$ cat config.mk
export PLATFORM = sky130hd
export DESIGN_NAME = apb_req_arbiter
export DESIGN_NICKNAME = d
export VERILOG_FILES = /design/src/rtl/apb_req_arbiter.sv
export SDC_FILE = /design/constraint.sdc
export NUM_CORES = 1
export LEC_CHECK = 0
export BUFFER_PORTS_ARGS = -buffer_cell sky130_fd_sc_hd__clkbuf_2
export CORE_ASPECT_RATIO = 1.4
export CORE_UTILIZATION = 35
export CTS_CLUSTER_SIZE = 40
export DETAILED_ROUTE_END_ITERATION = 8
export SYNTH_ARGS = -nofsm -noshare
export SYNTH_HDL_FRONTEND = slang
export SYNTH_SLANG_ARGS = --single-unit
$ cat constraint.sdc
create_clock -name pclk -period 2.1 [get_ports pclk]
set_clock_uncertainty 0.1 [all_clocks]
set_input_delay 0.21 -clock pclk [delete_from_list [all_inputs] [get_ports pclk]]
set_output_delay 0.21 -clock pclk [all_outputs]
set_load 0.02 [all_outputs]
$ cat src/rtl/apb_req_arbiter.sv
// apb_req_arbiter: round-robin front end that shares one APB master among NUM_REQ
// requesters, latches the winner's command and returns completion status to it.
module apb_req_arbiter #(
   parameter int unsigned NUM_REQ = 4,
   parameter int unsigned ADDR_W  = 8,
   parameter int unsigned DATA_W  = 8,
   parameter int unsigned TIMEOUT = 255
) (
   input  logic                        pclk,
   input  logic                        preset,
   input  logic [NUM_REQ-1:0]          req,
   input  logic [NUM_REQ-1:0]          req_write,
   input  logic [NUM_REQ*ADDR_W-1:0]   req_addr,
   input  logic [NUM_REQ*DATA_W-1:0]   req_wdata,
   output logic [NUM_REQ-1:0]          gnt,
   output logic [NUM_REQ-1:0]          done,
   output logic                        rsp_err,
   output logic                        rsp_timeout,
   output logic [DATA_W-1:0]           rsp_rdata,
   output logic                        busy,
   output logic                        m_transfer,
   output logic                        m_read,
   output logic                        m_write,
   output logic [ADDR_W-1:0]           m_write_paddr,
   output logic [ADDR_W-1:0]           m_read_paddr,
   output logic [DATA_W-1:0]           m_write_data,
   input  logic                        m_psel,
   input  logic                        m_penable,
   input  logic                        m_pready,
   input  logic                        m_pslverr,
   input  logic [DATA_W-1:0]           m_read_data
);

   localparam int unsigned IDX_W = (NUM_REQ > 1) ? $clog2(NUM_REQ) : 1;
   localparam int unsigned CNT_W = $clog2(TIMEOUT);

   typedef enum logic [1:0] {
      ST_IDLE = 2'd0,
      ST_XFER = 2'd1,
      ST_DONE = 2'd2
   } state_t;

   state_t              state, state_nxt;
   logic [IDX_W-1:0]    idx, idx_nxt;
   logic [IDX_W-1:0]    ptr, ptr_nxt;
   logic [CNT_W-1:0]    cnt, cnt_nxt;

   logic [NUM_REQ-1:0]  gnt_nxt;
   logic [NUM_REQ-1:0]  done_nxt;
   logic                rsp_err_nxt;
   logic                rsp_timeout_nxt;
   logic [DATA_W-1:0]   rsp_rdata_nxt;
   logic                busy_nxt;
   logic                m_transfer_nxt;
   logic                m_read_nxt;
   logic                m_write_nxt;
   logic [ADDR_W-1:0]   m_write_paddr_nxt;
   logic [ADDR_W-1:0]   m_read_paddr_nxt;
   logic [DATA_W-1:0]   m_write_data_nxt;

   logic [ADDR_W-1:0]   addr_arr  [NUM_REQ];
   logic [DATA_W-1:0]   wdata_arr [NUM_REQ];

   logic                win_found;
   logic [IDX_W-1:0]    win_idx;
   logic [IDX_W-1:0]    cand;
   logic                xfer_ok_c;
   logic                tmo_hit_c;

   // Split the packed per-requester command buses into arrays.
   for (genvar g = 0; g < NUM_REQ; g++) begin : g_unpack
      assign addr_arr[g]  = req_addr[g*ADDR_W +: ADDR_W];
      assign wdata_arr[g] = req_wdata[g*DATA_W +: DATA_W];
   end

   // Rotating priority: first requester at or after ptr+1, wrapping.
   always_comb begin
      win_found = 1'b0;
      win_idx   = '0;
      cand      = '0;
      for (int unsigned k = 1; k <= NUM_REQ; k++) begin
         cand = IDX_W'((32'(ptr) + k) % NUM_REQ);
         if (!win_found && req[cand]) begin
            win_found = 1'b1;
            win_idx   = cand;
         end
      end
   end

   assign xfer_ok_c = m_psel & m_penable & m_pready;
   assign tmo_hit_c = (cnt == CNT_W'(TIMEOUT - 1));

   // Next-state and registered-output logic.
   always_comb begin
      state_nxt         = state;
      idx_nxt           = idx;
      ptr_nxt           = ptr;
      cnt_nxt           = cnt;
      gnt_nxt           = gnt;
      done_nxt          = '0;
      rsp_err_nxt       = 1'b0;
      rsp_timeout_nxt   = 1'b0;
      rsp_rdata_nxt     = rsp_rdata;
      busy_nxt          = busy;
      m_transfer_nxt    = m_transfer;
      m_read_nxt        = m_read;
      m_write_nxt       = m_write;
      m_write_paddr_nxt = m_write_paddr;
      m_read_paddr_nxt  = m_read_paddr;
      m_write_data_nxt  = m_write_data;

      case (state)
         ST_IDLE: begin
            if (win_found) begin
               state_nxt         = ST_XFER;
               idx_nxt           = win_idx;
               gnt_nxt           = NUM_REQ'(1) << win_idx;
               busy_nxt          = 1'b1;
               m_transfer_nxt    = 1'b1;
               m_write_nxt       = req_write[win_idx];
               m_read_nxt        = ~req_write[win_idx];
               m_write_paddr_nxt = addr_arr[win_idx];
               m_read_paddr_nxt  = addr_arr[win_idx];
               m_write_data_nxt  = wdata_arr[win_idx];
               cnt_nxt           = '0;
            end
         end

         ST_XFER: begin
            cnt_nxt = cnt + CNT_W'(1);
            // A real handshake beats a timeout landing on the same edge.
            if (xfer_ok_c || tmo_hit_c) begin
               state_nxt       = ST_DONE;
               done_nxt        = NUM_REQ'(1) << idx;
               rsp_err_nxt     = xfer_ok_c ? m_pslverr : 1'b1;
               rsp_timeout_nxt = ~xfer_ok_c;
               if (xfer_ok_c && !m_write) begin
                  rsp_rdata_nxt = m_read_data;
               end
               gnt_nxt         = '0;
               m_transfer_nxt  = 1'b0;
               m_read_nxt      = 1'b0;
               m_write_nxt     = 1'b0;
               ptr_nxt         = idx;
               cnt_nxt         = '0;
            end
         end

         ST_DONE: begin
            // One dead cycle lets the master fall back to its own idle.
            state_nxt = ST_IDLE;
            busy_nxt  = 1'b0;
         end

         default: begin
            state_nxt = ST_IDLE;
         end
      endcase
   end

   // State and output registers.
   always_ff @(posedge pclk) begin
      if (preset) begin
         state         <= ST_IDLE;
         idx           <= '0;
         ptr           <= IDX_W'(NUM_REQ - 1);
         cnt           <= '0;
         gnt           <= '0;
         done          <= '0;
         rsp_err       <= 1'b0;
         rsp_timeout   <= 1'b0;
         rsp_rdata     <= '0;
         busy          <= 1'b0;
         m_transfer    <= 1'b0;
         m_read        <= 1'b0;
         m_write       <= 1'b0;
         m_write_paddr <= '0;
         m_read_paddr  <= '0;
         m_write_data  <= '0;
      end else begin
         state         <= state_nxt;
         idx           <= idx_nxt;
         ptr           <= ptr_nxt;
         cnt           <= cnt_nxt;
         gnt           <= gnt_nxt;
         done          <= done_nxt;
         rsp_err       <= rsp_err_nxt;
         rsp_timeout   <= rsp_timeout_nxt;
         rsp_rdata     <= rsp_rdata_nxt;
         busy          <= busy_nxt;
         m_transfer    <= m_transfer_nxt;
         m_read        <= m_read_nxt;
         m_write       <= m_write_nxt;
         m_write_paddr <= m_write_paddr_nxt;
         m_read_paddr  <= m_read_paddr_nxt;
         m_write_data  <= m_write_data_nxt;
      end
   end

endmodule

==> metrics.csv, run 1 <==
metric,value,unit
ys.flop_type,dfxtp_1,
dr.pass1.iters,4,
hpwl,5.67,mm
drive_above_1_share,0.365,
wl,7.55,mm
tritoncts,yes,
synth_area_leaders,"dfxtp_1 39%, nand3_1 6.8%, nor2_1 5.4%",
async_flop_share,0,
start_util,0.362,
setup_viol,0,
drv_cap,0,
peakVddDrop,346,uV
area_growth,31.4,%
finalHoldViolCount,0,
grt_usage,0.199,
coreArea,7360,sq um
htreeDepth,2,
syn_area,2660,sq um
layout_worst_path_cycle_share,0.912,
wl_per_cell,14.1,um
yosysSeqAreaShare,0.391,
n_antenna_cell,0,
arrival,2.03,ns
power.internal,1.72,mW
place_congestion,0.780,
grt_pass1_wl,12.1,mm
slew_headroom,0.503,
grt_max_degree,37,
fin_util,0.475,
clk_latency,0.30,ns
clockRootBuffer,clkbuf_8,
die_x,75.7,um
die_y,105,um
worst_setup_path_start_kind,register,
status,finished clean,
clkSinkCount,52,
path_class,register to register,
netSwitchingPower,729,uW
viasPerCell,5.13,
ant_nets,0,
rsz0062_at_grt,false,
rows,37,
leakage,1.66,nW
ys_seq_elements,52,
synth_edf_count,0,
worstMarginPinSlew,0.738,ns
vias,2743,
slew_violations,0,
p_clk_frac,0.304,
period_needed,1.91,ns
crit_fanout,36,
antenna_found_initial,0,
yosysTopAreaCell,dfxtp_1,
pin_count,132,
synth_top_area_frac,0.391,
hold_class,input port to register,
globalRoute.totalOverflow,0,
tns,0,ns
combPwrFrac,0.246,
port-buffer-count,131,
nNetsFinal,525,
required,2.21,ns
clockBufferDepth,2,
power_frac_seq,0.450,
synthMostInstantiatedCell,dfxtp_1,
total_power,2.45,mW
drt_iter0_markers,169,
end_kind,register,
powerDensity,700,nW/um^2
fmax,522,MHz
drcViolationCount,0,
clk_transition_reported_paths,0.09,ns
switching_share,0.298,
mappedNetlistNets,406,
grt_pass1_vias,2623,
design.die.area,7960,sq um
synthCells,318,
synth_top_cells_by_count,"52 x dfxtp_1, 38 x nor2_1, 36 x nand3_1, 21 x nand2_1, 20 x o21ai_0",
cts_buffers,5,
synth_cell_types,49,
yosys_warnings,0,
syn_area_per_cell,8.37,sq um
power groups by stage:
stage / Clock [mW] / Sequential (mW) / Combinational (mW)
2_1_floorplan: 0 / 1.18 / 0.328
3_3_place_gp: 0 / 1.12 / 0.597
3_5_place_dp: 0 / 1.12 / 0.603
4_1_cts: 0.759 / 1.10 / 0.606
5_1_grt: 0.809 / 1.11 / 0.662
6_report: 0.743 / 1.10 / 0.602
path summary, 6_finish.rpt:
check / to / cells past startpoint / slack, ns / startpoint
worst max-delay path: m_write_data[3] / 5 / 0.19 / ptr[0]
worst min-delay path: rsp_err / 3 / 0.01 / m_pslverr
worst min register to register: gnt[3] / 2 / 0.35 / gnt[3]
worst max register to register: m_write_data[3] / 5 / 0.19 / ptr[0]
what timing repair did:
item / in CTS / in global routing
setup buffers: 0 / 0
setup endpoints to repair: 0 / 23
resized for setup: 0 / 3
hold buffers: 0 / 0
layout make-up:
| class | count | area, sq um |
|---|---|---|
| fill | 757 | 3860 |
| clock buffer | 7 | 96.3 |
| clock inverter | 1 | 30.0 |
| timing repair buffer | 142 | 763 |
| multi-input combinational | 227 | 1410 |
| sequential | 52 | 1040 |
| inverter | 9 | 33.8 |
| tap | 97 | 121 |
critical path, cell delays in order (launching register included):
cell,delay (ns)
dfxtp_1,0.50
nor2b_1,0.14
a2111oi_4,0.45
buf_12,0.24
nand3_1,0.09
a311oi_1,0.28
per-layer routing:
metal,up-vias,GRT usage,share of wire
li1,1403,-,-
met1,1245,0.235,0.40
met2,85,0.351,0.53
met3,10,0.0338,0.051
met4,0,0.0635,0.017
met5,-,0,0
cell families (layout without fill, tap and decap cells):
logic type	count (synthesis)	count (layout)	share of synthesized area
mux	10	10	0.0376
flops	52	52	0.391
xor+xnor	3	3	0.00987
compound gates	91	91	0.253
buf+inv	39	159	0.0832
simple gates	121	121	0.215
fa+ha+maj	2	2	0.00940
state kept, by name (all words and copies together), names as in the netlist, 2 cells and up:
name and count:
cnt 8, done 4, gnt 4, idx 2, m_read_paddr 8, m_write_data 8
ptr 2, rsp_rdata 8, state 2
metrics by stage:
| stage | hold slack (ns) | area [sq um] | cells | setup WS, ns |
|---|---|---|---|---|
| global placement | 0.338 | 3360 | 527 | 0.134 |
| finish | 0.0119 | 3500 | 535 | 0.185 |
| detailed placement | 0.327 | 3360 | 527 | 0.0661 |
| floorplan | 0.231 | 2660 | 318 | 0.280 |
| CTS | 0.0122 | 3490 | 535 | 0.0650 |
| global route | 0.0192 | 3500 | 535 | 0.0258 |
layout by cell type, fill, tap and decap left out, types with 3 or more instances in the layout:
master      n
buf_4       9
a21o_1      4
o211ai_1    4
a221oi_1   13
o21ai_0    19
nor2_1     38
a311oi_1   13
dfxtp_1    51
inv_1       9
o21ai_1     3
nand3_1    36
mux2i_1    10
clkbuf_8    7
nand2_1    20
a31oi_1     3
a211oi_1    4
and3_1      3
a21oi_1     8
clkbuf_2  131
nor2b_1     4
nor3_1      3
(Power assumes the default switching activity.)
==> run 2, diff against run 1 <==
--- a/config.mk
+++ b/config.mk
@@ -5,6 +5,7 @@
 export SDC_FILE = /design/constraint.sdc
 export NUM_CORES = 1
 export LEC_CHECK = 0
+export ABC_AREA = 1
 export BUFFER_PORTS_ARGS = -buffer_cell sky130_fd_sc_hd__clkbuf_2
 export CORE_ASPECT_RATIO = 1.4
 export CORE_UTILIZATION = 35
==> run 2 against run 1 <==
Net effect:
- via count rose by 23%
- count of clock-buffer cells in the layout fell by 1
- worst hold slack improved by 0.0043 ns
- flip-flop and latch count did not move
- sequential share of layout area fell by 5.1 points
- cell area rose by 21%
- combinational power rose by 140%
- critical path depth rose by 12
- utilization rose by 3.6 points
- wire length rose by 15%
- critical endpoint is now m_read_paddr[3]
- highest routed layer unchanged
==> metrics.csv, run 2 <==
metric,value,unit
status,finished clean,
final_cell_mix,"175 x nand2_1, 131 x clkbuf_2, 65 x nor2_1",
met3_length,484,um
vias,3375,
power_frac_seq,0.332,
antenna_found_initial,0,
hold_buffers,0,
worstMarginPinSlew,0.521,ns
clockBufferDepth,2,
leakage,2.33,nW
rows,39,
htreeDepth,2,
port-buffer-count,131,
hpwl,6.15,mm
tns,0,ns
synth_area_leaders,"dfxtp_1 34%, nand2_1 24%, nor2_1 8.0%",
end_kind,register,
period_needed,2.03,ns
synth_top_area_frac,0.343,
regArea,1050,sq um
synthCells,485,
required,2.24,ns
p_clk_frac,0.260,
crit_fanout,10,
synthMostInstantiatedCell,nand2_1,
ys.flop_type,dfxtp_1,
path_class,register to register,
wl,8.66,mm
grt_pass1_wl,13.3,mm
setup_viol,0,
combPwrFrac,0.408,
hold_class,input port to register,
max_stage_delay,0.37,ns
r2r_start,ptr[0],
total_power,3.58,mW
arrival,2.17,ns
crit_top_cell,nand2_1,
start_util,0.366,
slew_headroom,0.651,
power.internal,2.23,mW
clk_transition_reported_paths,0.07,ns
n_antenna_cell,0,
drcViolationCount,0,
viasPerCell,4.67,
rsz0062_at_grt,true,
fill_cells,844,
met1_length,3.47,mm
dr.pass1.iters,4,
cp_num_buf_inv,5,
nNetsFinal,707,
globalRoute.totalOverflow,0,
dr.max_layer_used,met4,
synth_top_cells_by_count,"198 x nand2_1, 65 x nor2_1, 52 x dfxtp_1, 36 x inv_1, 32 x nand3_1",
mappedNetlistNets,573,
yosysTopAreaCell,dfxtp_1,
pin_count,132,
coreArea,8300,sq um
multiInputGateArea,1760,sq um
layout_worst_path_cycle_share,0.966,
worstSetupStartpoint,ptr[0],
synth_cell_types,34,
drive_above_1_share,0.360,
clk_latency,0.29,ns
peakVddDrop,426,uV
met2_length,4.61,mm
drt_iter0_markers,175,
syn_area,3040,sq um
ys_seq_elements,52,
async_flop_share,0,
grt_max_degree,35,
cts_buffers,5,
die_x,80.7,um
powerDensity,844,nW/um^2
netSwitchingPower,1.34,mW
synth_edf_count,0,
ant_nets,0,
yosys_warnings,0,
crit_slowest_cell,dfxtp_4,
worstHoldStart,m_pslverr,
fmax,493,MHz
worst_setup_path_start_kind,register,
clockRootBuffer,clkbuf_16,
clkSinkCount,52,
finalHoldViolCount,0,
switching_share,0.375,
drv_cap,0,
design.die.area,9060,sq um
grt_pass1_vias,2957,
area_growth,39.5,%
worstPathCellList,"buf_12, inv_8, nand2_2, nand2_2, nand2_2, nand2_4, nor2_4, nand3_4, nand3_4, buf_12, clkbuf_16, nand2_1, nand2_1, nand2_1, nand3_1, nand2_1, inv_1",
layout_commonest_cell,nand2_1,
tritoncts,yes,
slew_violations,0,
die_y,112,um
grt_usage,0.185,
place_congestion,0.777,
yosysSeqAreaShare,0.343,
critPathTopFamily,simple AND/OR/NAND/NOR gates,
syn_area_per_cell,6.26,sq um
wl_per_cell,12.0,um
-- run 2: changes by cell type in the layout (fill, tap and decap cells not counted), moves of 10 or more --
cell | before | now
nand2_2 | 1 | 37
inv_1 | 9 | 36
mux2i_1 | 10 | 0
a221oi_1 | 13 | 0
a311oi_1 | 13 | 0
nor2_1 | 38 | 65
nand2_1 | 20 | 175
-- run 2: power by group through the flow --
stage | registers (mW) | clock network (mW) | logic (mW)
final | 1.19 | 0.930 | 1.46
after global routing | 1.20 | 0.981 | 1.61
after CTS | 1.19 | 0.947 | 1.27
after detailed placement | 1.21 | 0 | 1.27
after global placement | 1.21 | 0 | 1.26
after floorplan | 1.32 | 0 | 0.815
-- run 2: final timing paths --
kind                            depth (start not counted)  slack [ns]         endpoint
worst max-delay path                                   17        0.07  m_read_paddr[3]
worst min-delay path                                    3        0.02          rsp_err
worst max register to register                         17        0.07  m_read_paddr[3]
worst min register to register                          2        0.35       m_transfer
-- run 2: logic make-up after synthesis --
group	after synthesis	share of synthesized area
flip-flops	52	0.343
AO/OA/AOI/OAI	39	0.0787
buffers and inverters	68	0.116
AND/OR/NAND/NOR	322	0.449
XOR/XNOR	2	0.00577
adder cells (fa/ha/maj)	2	0.00824
-- run 2: area by class of cell --
| type | instances | share of cell area |
|---|---|---|
| multi-input combinational | 365 | 0.414 |
| sequential | 52 | 0.247 |
| timing repair buffer | 150 | 0.221 |
| inverter | 42 | 0.0425 |
| clock buffer | 6 | 0.0304 |
| tap | 102 | 0.0301 |
| clock inverter | 2 | 0.00826 |
| timing repair inverter | 3 | 0.00620 |
-- run 2: repair_timing --
item | CTS | global route
resized for setup | 0 | 45
setup endpoints to repair | 0 | 22
buffers inserted | 0 | 5
-- run 2: worst register-to-register path: cells and delay by family, from the launching register on --
family                 cells  cell delay [ns]
and+or+nand+nor           12             0.96
DFF                        1             0.37
buffers and inverters      5             0.57
-- run 2: layer usage --
layer / vias to the layer above / GRT usage
li1: 1759 / -
met1: 1492 / 0.221
met2: 118 / 0.330
met3: 6 / 0.0325
met4: 0 / 0.0524
met5: - / 0
-- run 2: through the flow --
step	hold slack, ns	area, sq um	utilization	worst slack (ns)	std cells
floorplan	0.220	3040	-	0.295	485
global placement	0.311	3770	0.455	0.0900	702
detailed placement	0.322	3770	0.455	0.0754	702
CTS	0.0197	3940	0.474	0.0474	710
global route	0.0215	4240	0.511	-0.0576	722
finish	0.0162	4240	0.511	0.0704	722
